### config.mk
export PLATFORM = sky130hd
export DESIGN_NAME = pan_voice_scheduler
export DESIGN_NICKNAME = d
export VERILOG_FILES = /design/src/rtl/pan_voice_scheduler.sv
export SDC_FILE = /design/constraint.sdc
export NUM_CORES = 1
export LEC_CHECK = 0
export ABC_AREA = 1
export ABC_CLOCK_PERIOD_IN_PS = 2600
export CAP_MARGIN = 20
export CORE_MARGIN = 2
export CORE_UTILIZATION = 29
export CTS_BUF_LIST = sky130_fd_sc_hd__clkbuf_4 sky130_fd_sc_hd__clkbuf_8
export CTS_CLUSTER_SIZE = 8
export DETAILED_ROUTE_END_ITERATION = 10
export HOLD_SLACK_MARGIN = 0.06
export SLEW_MARGIN = 20
export SYNTH_ARGS = -nofsm -noshare
export SYNTH_HDL_FRONTEND = slang
export SYNTH_SLANG_ARGS = --single-unit
export TNS_END_PERCENT = 30
### constraint.sdc
create_clock -name clk -period 2.6 [get_ports clk]
set_clock_uncertainty 0.2 [all_clocks]
set_input_delay 0.39 -clock clk [delete_from_list [all_inputs] [get_ports clk]]
set_output_delay 0.39 -clock clk [all_outputs]
set_load 0.02 [all_outputs]
### src/rtl/pan_voice_scheduler.sv
// Time-multiplexed voice scheduler: issues each enabled voice to a shared panning
// datapath and accumulates a stereo mix. Define PAN_SCHED_SAT_EN to saturate the mix.
module pan_voice_scheduler #(
    parameter int unsigned NUM_VOICES = 4,
    parameter int unsigned TIMEOUT    = 15
) (
    input  logic                     clk,
    input  logic                     reset,
    input  logic                     frame_start,
    input  logic [NUM_VOICES-1:0]    voice_en,
    input  logic [16*NUM_VOICES-1:0] voice_samples,
    output logic [15:0]              pan_sample,
    output logic                     pan_in_ready,
    input  logic [15:0]              pan_out_L,
    input  logic [15:0]              pan_out_R,
    input  logic                     pan_out_ready,
    output logic [15:0]              mix_L,
    output logic [15:0]              mix_R,
    output logic                     mix_valid,
    output logic                     busy,
    output logic                     timeout_err,
    output logic                     overrun
);
    localparam int unsigned SW = 16;
    localparam int unsigned AW = 19;
    localparam int unsigned IW = (NUM_VOICES > 1) ? $clog2(NUM_VOICES) : 1;
    localparam int unsigned CW = $clog2(TIMEOUT + 1);
`ifdef PAN_SCHED_SAT_EN
    localparam logic signed [AW-1:0] SAT_MAX = AW'(32767);
    localparam logic signed [AW-1:0] SAT_MIN = AW'(-32768);
`endif

    typedef enum logic [2:0] {
        IDLE  = 3'd0,
        LATCH = 3'd1,
        SCAN  = 3'd2,
        ISSUE = 3'd3,
        WAIT  = 3'd4,
        ACCUM = 3'd5,
        DONE  = 3'd6
    } state_t;

    state_t state, state_d;

    logic [IW-1:0]         idx, idx_d;
    logic [CW-1:0]         cnt, cnt_d;
    logic [NUM_VOICES-1:0] en_q, en_d;
    logic [SW-1:0]         smp_q [NUM_VOICES];
    logic [SW-1:0]         smp_d [NUM_VOICES];
    logic [SW-1:0]         cap_l, cap_l_d, cap_r, cap_r_d;
    logic                  cap_ok, cap_ok_d;
    logic signed [AW-1:0]  acc_l, acc_l_d, acc_r, acc_r_d;
    logic [SW-1:0]         pan_sample_d, mix_l_d, mix_r_d;
    logic                  pan_in_ready_d, mix_valid_d, busy_d, timeout_d, overrun_d;
    logic                  last_voice, wait_expired;

    assign last_voice   = (idx == IW'(NUM_VOICES - 1));
    assign wait_expired = (cnt == CW'(TIMEOUT - 1));

    // State register
    always_ff @(posedge clk or negedge reset) begin
        if (!reset) state <= IDLE;
        else        state <= state_d;
    end

    // Next-state logic
    always_comb begin
        state_d = state;
        case (state)
            IDLE:    if (frame_start) state_d = LATCH;
            LATCH:   state_d = SCAN;
            SCAN: begin
                if (en_q[idx])       state_d = ISSUE;
                else if (last_voice) state_d = DONE;
            end
            ISSUE:   state_d = WAIT;
            WAIT:    if (pan_out_ready || wait_expired) state_d = ACCUM;
            ACCUM:   state_d = last_voice ? DONE : SCAN;
            DONE:    state_d = IDLE;
            default: state_d = IDLE;
        endcase
    end

    // Datapath and registered-output next values
    always_comb begin
        idx_d          = idx;
        cnt_d          = cnt;
        en_d           = en_q;
        smp_d          = smp_q;
        cap_l_d        = cap_l;
        cap_r_d        = cap_r;
        cap_ok_d       = cap_ok;
        acc_l_d        = acc_l;
        acc_r_d        = acc_r;
        pan_sample_d   = pan_sample;
        pan_in_ready_d = 1'b0;
        mix_l_d        = mix_L;
        mix_r_d        = mix_R;
        mix_valid_d    = 1'b0;
        busy_d         = (state_d != IDLE);
        timeout_d      = timeout_err;
        overrun_d      = overrun;

        if (frame_start && (state != IDLE)) overrun_d = 1'b1;

        case (state)
            LATCH: begin
                en_d    = voice_en;
                for (int i = 0; i < NUM_VOICES; i++) smp_d[i] = voice_samples[i*SW +: SW];
                acc_l_d = '0;
                acc_r_d = '0;
                idx_d   = '0;
                cnt_d   = '0;
            end
            SCAN:  if (!en_q[idx] && !last_voice) idx_d = idx + IW'(1);
            ISSUE: cnt_d = '0;
            WAIT: begin
                if (pan_out_ready) begin
                    cap_l_d  = pan_out_L;
                    cap_r_d  = pan_out_R;
                    cap_ok_d = 1'b1;
                end else if (wait_expired) begin
                    cap_ok_d  = 1'b0;
                    timeout_d = 1'b1;
                end else begin
                    cnt_d = cnt + CW'(1);
                end
            end
            ACCUM: begin
                if (cap_ok) begin
                    acc_l_d = acc_l + AW'($signed(cap_l));
                    acc_r_d = acc_r + AW'($signed(cap_r));
                end
                if (!last_voice) idx_d = idx + IW'(1);
            end
            default: ;
        endcase

        if (state_d == ISSUE) begin
            pan_in_ready_d = 1'b1;
            pan_sample_d   = smp_q[idx];
        end

        // Mix is loaded so that it is visible together with the DONE pulse
        if (state_d == DONE) begin
            mix_valid_d = 1'b1;
`ifdef PAN_SCHED_SAT_EN
            if (acc_l_d > SAT_MAX)      mix_l_d = 16'h7fff;
            else if (acc_l_d < SAT_MIN) mix_l_d = 16'h8000;
            else                        mix_l_d = acc_l_d[SW-1:0];
            if (acc_r_d > SAT_MAX)      mix_r_d = 16'h7fff;
            else if (acc_r_d < SAT_MIN) mix_r_d = 16'h8000;
            else                        mix_r_d = acc_r_d[SW-1:0];
`else
            mix_l_d = acc_l_d[SW-1:0];
            mix_r_d = acc_r_d[SW-1:0];
`endif
        end
    end

    // Datapath and output registers
    always_ff @(posedge clk or negedge reset) begin
        if (!reset) begin
            idx          <= '0;
            cnt          <= '0;
            en_q         <= '0;
            for (int i = 0; i < NUM_VOICES; i++) smp_q[i] <= '0;
            cap_l        <= '0;
            cap_r        <= '0;
            cap_ok       <= 1'b0;
            acc_l        <= '0;
            acc_r        <= '0;
            pan_sample   <= '0;
            pan_in_ready <= 1'b0;
            mix_L        <= '0;
            mix_R        <= '0;
            mix_valid    <= 1'b0;
            busy         <= 1'b0;
            timeout_err  <= 1'b0;
            overrun      <= 1'b0;
        end else begin
            idx          <= idx_d;
            cnt          <= cnt_d;
            en_q         <= en_d;
            smp_q        <= smp_d;
            cap_l        <= cap_l_d;
            cap_r        <= cap_r_d;
            cap_ok       <= cap_ok_d;
            acc_l        <= acc_l_d;
            acc_r        <= acc_r_d;
            pan_sample   <= pan_sample_d;
            pan_in_ready <= pan_in_ready_d;
            mix_L        <= mix_l_d;
            mix_R        <= mix_r_d;
            mix_valid    <= mix_valid_d;
            busy         <= busy_d;
            timeout_err  <= timeout_d;
            overrun      <= overrun_d;
        end
    end

endmodule

==> run metrics <==
first-pass GRT wire length=between 40000 and 50000 microns; Post-Place Worst Slack=0.393 ns; worst-path fanout max=3; post-synthesis cell count=1287; peak supply drop=0.490 mV; # DRC=0; Worst setup SP type=flop; TritonCTS buffer count=17; flops & latches, synth=roughly 200; Avg WL per Cell=14.0 microns; Final HPWL DP=19000 microns; Max Clock Freq=0.451 GHz; All-Layer GR Usage=15.4%; Tcrit/Tclk final=between 80% and 90%; Seq/Total Area, Yosys=48.7%; mux cell area share after synthesis=under 10%; hold_ws=0.212 ns; max_slew headroom=54.1%; P per Cell Area=1050 nW/um^2; Synth Area in Compound Gates=about 7%; post-synthesis adder-cell area fraction=4.52%; die width=190 microns; RSZ-0062 raised after global routing=false; ys async rst share=100%; Die Span Y=~190 microns; Post-CTS Resized=0; H-tree Lvls=4; remaining antenna violation count after routing=0; Slew Limit Fails=0; ports placed on the boundary=around 160; # fillers=3539; pin count of the biggest net entering global routing=74; Hold/Removal Path Class=input pin to asynchronous set/reset pin; DR vias=8492; Avg Cell Area, Syn=7.78 sq um; leak pwr=around 6.4 nW; Worst Tran Pin Value=0.688 ns; standard-cell row count=68; antenna violations before repair=1; Post-synth top flop=dfrtp_1; Vias/cell=4.46; final wirelength=26600 microns; IO buf count=156; minimum clock period=2.22 ns; initial core utilization=29.2%; post-synth net total=roughly 1400; clock sinks=between 150 and 200; critical path endpoint category=flop; share of cells above drive strength 1=7.05%; CTS root buffer=clkbuf_8; largest family of logic cells by synthesized area=simple AND/OR/NAND/NOR gates; die area=36000 sq um; Worst-path clk slew=0.11 ns; synthesized cell area=10000 sq um; cts hold-fix bufs=1; crit path launch=cap_r[0]; NumNets Final=approximately 1600; YS warnings=0; first-pass detailed-route iteration total=5; Final setup viols=0; 1st-iter DRT viols=522; xor-xnor portion of the synthesized cell area=1.22%; CTS tree=yes; Final Wtd Congestion=0.867; setup_tns=0 ns; post-synth cell types=35; area grow syn2layout=25.3%; clk buf depth=2; crit path kind=flop to flop; max-cap violation count=0; Worst-Skew Late Latency=0.48 ns; WP data required=2.77 ns; critical path arrival=about 2.4 ns; vias in the first global route=8634; area of the core=34300 sq um; final setup margin=0.383 ns; RR Startpoint=cap_r[0]; Simple-Gate Fraction of Synth Area=27.9%; status=finished clean; Remaining Overflow, GRT=0; count of final hold-check violations=0; post-CTS setup buffer count=0; Post-synth EDFFs=0
-- final cells by class --
type,count,area (sq um),area share [%]
Sequential cell,195,4880,38.9
Multi-Input combinational cell,928,4450,35.5
Timing Repair Buffer,177,1780,14.2
Tap cell,455,569,4.54
Inverter,115,432,3.44
Clock buffer,17,234,1.87
Clock inverter,14,196,1.57
Antenna cell,1,2.50,0.0200
-- synthesized netlist by cell type (all sizes together), types with 11 or more instances --
master	count	area, sq um
mux2	32	360
dfrtp	195	4880
nand3	51	255
o21ai	92	464
nor2	90	350
buf	30	181
ha	33	413
clkbuf	19	71.3
inv	115	432
xor2	11	96.3
nand2	552	2080
a21oi	31	155
-- sequential cells by signal, indices dropped and copies added (netlist names) --
| signal | cells |
|---|---|
| pan_in_ready | 1 |
| acc_r | 16 |
| cnt | 4 |
| mix_valid | 1 |
| idx | 2 |
| mix_R | 16 |
| cap_ok | 1 |
| en_q | 4 |
| busy | 1 |
| pan_sample | 16 |
| cap_r | 16 |
| mix_L | 16 |
| overrun | 1 |
| acc_l | 16 |
| smp_q | 64 |
| state | 3 |
| timeout_err | 1 |
| cap_l | 16 |
-- cell usage in the layout, fill, tap and decap left out, types with 2 or more instances in the layout --
| cell | count |
|---|---|
| nand2_1 | 548 |
| dfrtp_1 | 195 |
| clkdlybuf4s50_1 | 155 |
| inv_1 | 110 |
| o21ai_0 | 91 |
| nor2_1 | 87 |
| nand3_1 | 51 |
| ha_1 | 33 |
| mux2_2 | 32 |
| a21oi_1 | 31 |
| clkbuf_8 | 18 |
| buf_4 | 16 |
| xor2_1 | 11 |
| nor3_1 | 6 |
| inv_2 | 5 |
| nand2_2 | 4 |
| a31oi_1 | 4 |
| o31ai_1 | 4 |
| inv_6 | 4 |
| buf_12 | 4 |
| or2_2 | 3 |
| o211ai_1 | 3 |
| xnor2_1 | 3 |
| bufinv_16 | 3 |
| nor2_4 | 2 |
| nand3b_1 | 2 |
| and2_1 | 2 |
| nand4_1 | 2 |
| fa_1 | 2 |
| clkinv_4 | 2 |
| inv_8 | 2 |
| clkinvlp_4 | 2 |
-- logic make-up after synthesis --
family | Yosys count
flops | 195
compound gates | 137
fa+ha+maj | 35
simple gates | 710
mux | 32
xor+xnor | 14
buf+inv | 164
-- worst paths after layout --
| check | to | slack, ns | cells after the start |
|---|---|---|---|
| max in group asynchronous | smp_q[58] | 1.22 | 3 |
| min in group clk | smp_q[56] | 0.23 | 3 |
| hold reg to reg | smp_q[46] | 0.28 | 2 |
| hold / removal | cap_r[13] | 0.21 | 2 |
| setup / recovery | mix_R[8] | 0.38 | 13 |
| setup reg to reg | mix_R[8] | 0.38 | 13 |
-- per-stage QoR --
stage	total power (W)	utilization [%]	area [sq um]	std cells
global placement	0.0110	35.3	12100	1869
finish	0.0132	36.6	12500	1902
floorplan	0.00920	-	10000	1287
CTS	0.0133	36.6	12500	1901
detailed placement	0.0111	35.3	12100	1869
global route	0.0145	36.6	12500	1901
-- layer usage --
| layer | track usage [%] | routed length (microns) |
|---|---|---|
| met1 | 20.1 | 12500 |
| met4 | 3.37 | 277 |
| met5 | 0 | 0 |
| met2 | 25.5 | 12300 |
| met3 | 3.93 | 1520 |
-- worst max-delay path: stages, from the launching register on --
cell	delay [ns]
dfrtp_1	0.40
ha_1	0.24
fa_1	0.41
nand2_1	0.09
nand2_1	0.06
and2_1	0.17
nand2_1	0.07
nand2_1	0.05
xnor2_1	0.13
nand2_1	0.06
nand2_1	0.06
nand2_1	0.06
nand2_1	0.06
nand2_1	0.05
-- report_power, final --
group          switching, W  internal (W)
Sequential         0.000740       0.00422
Combinational       0.00368       0.00236
Clock               0.00122      0.000982
Total               0.00564       0.00755
Power figures use the tool's default switching activity.
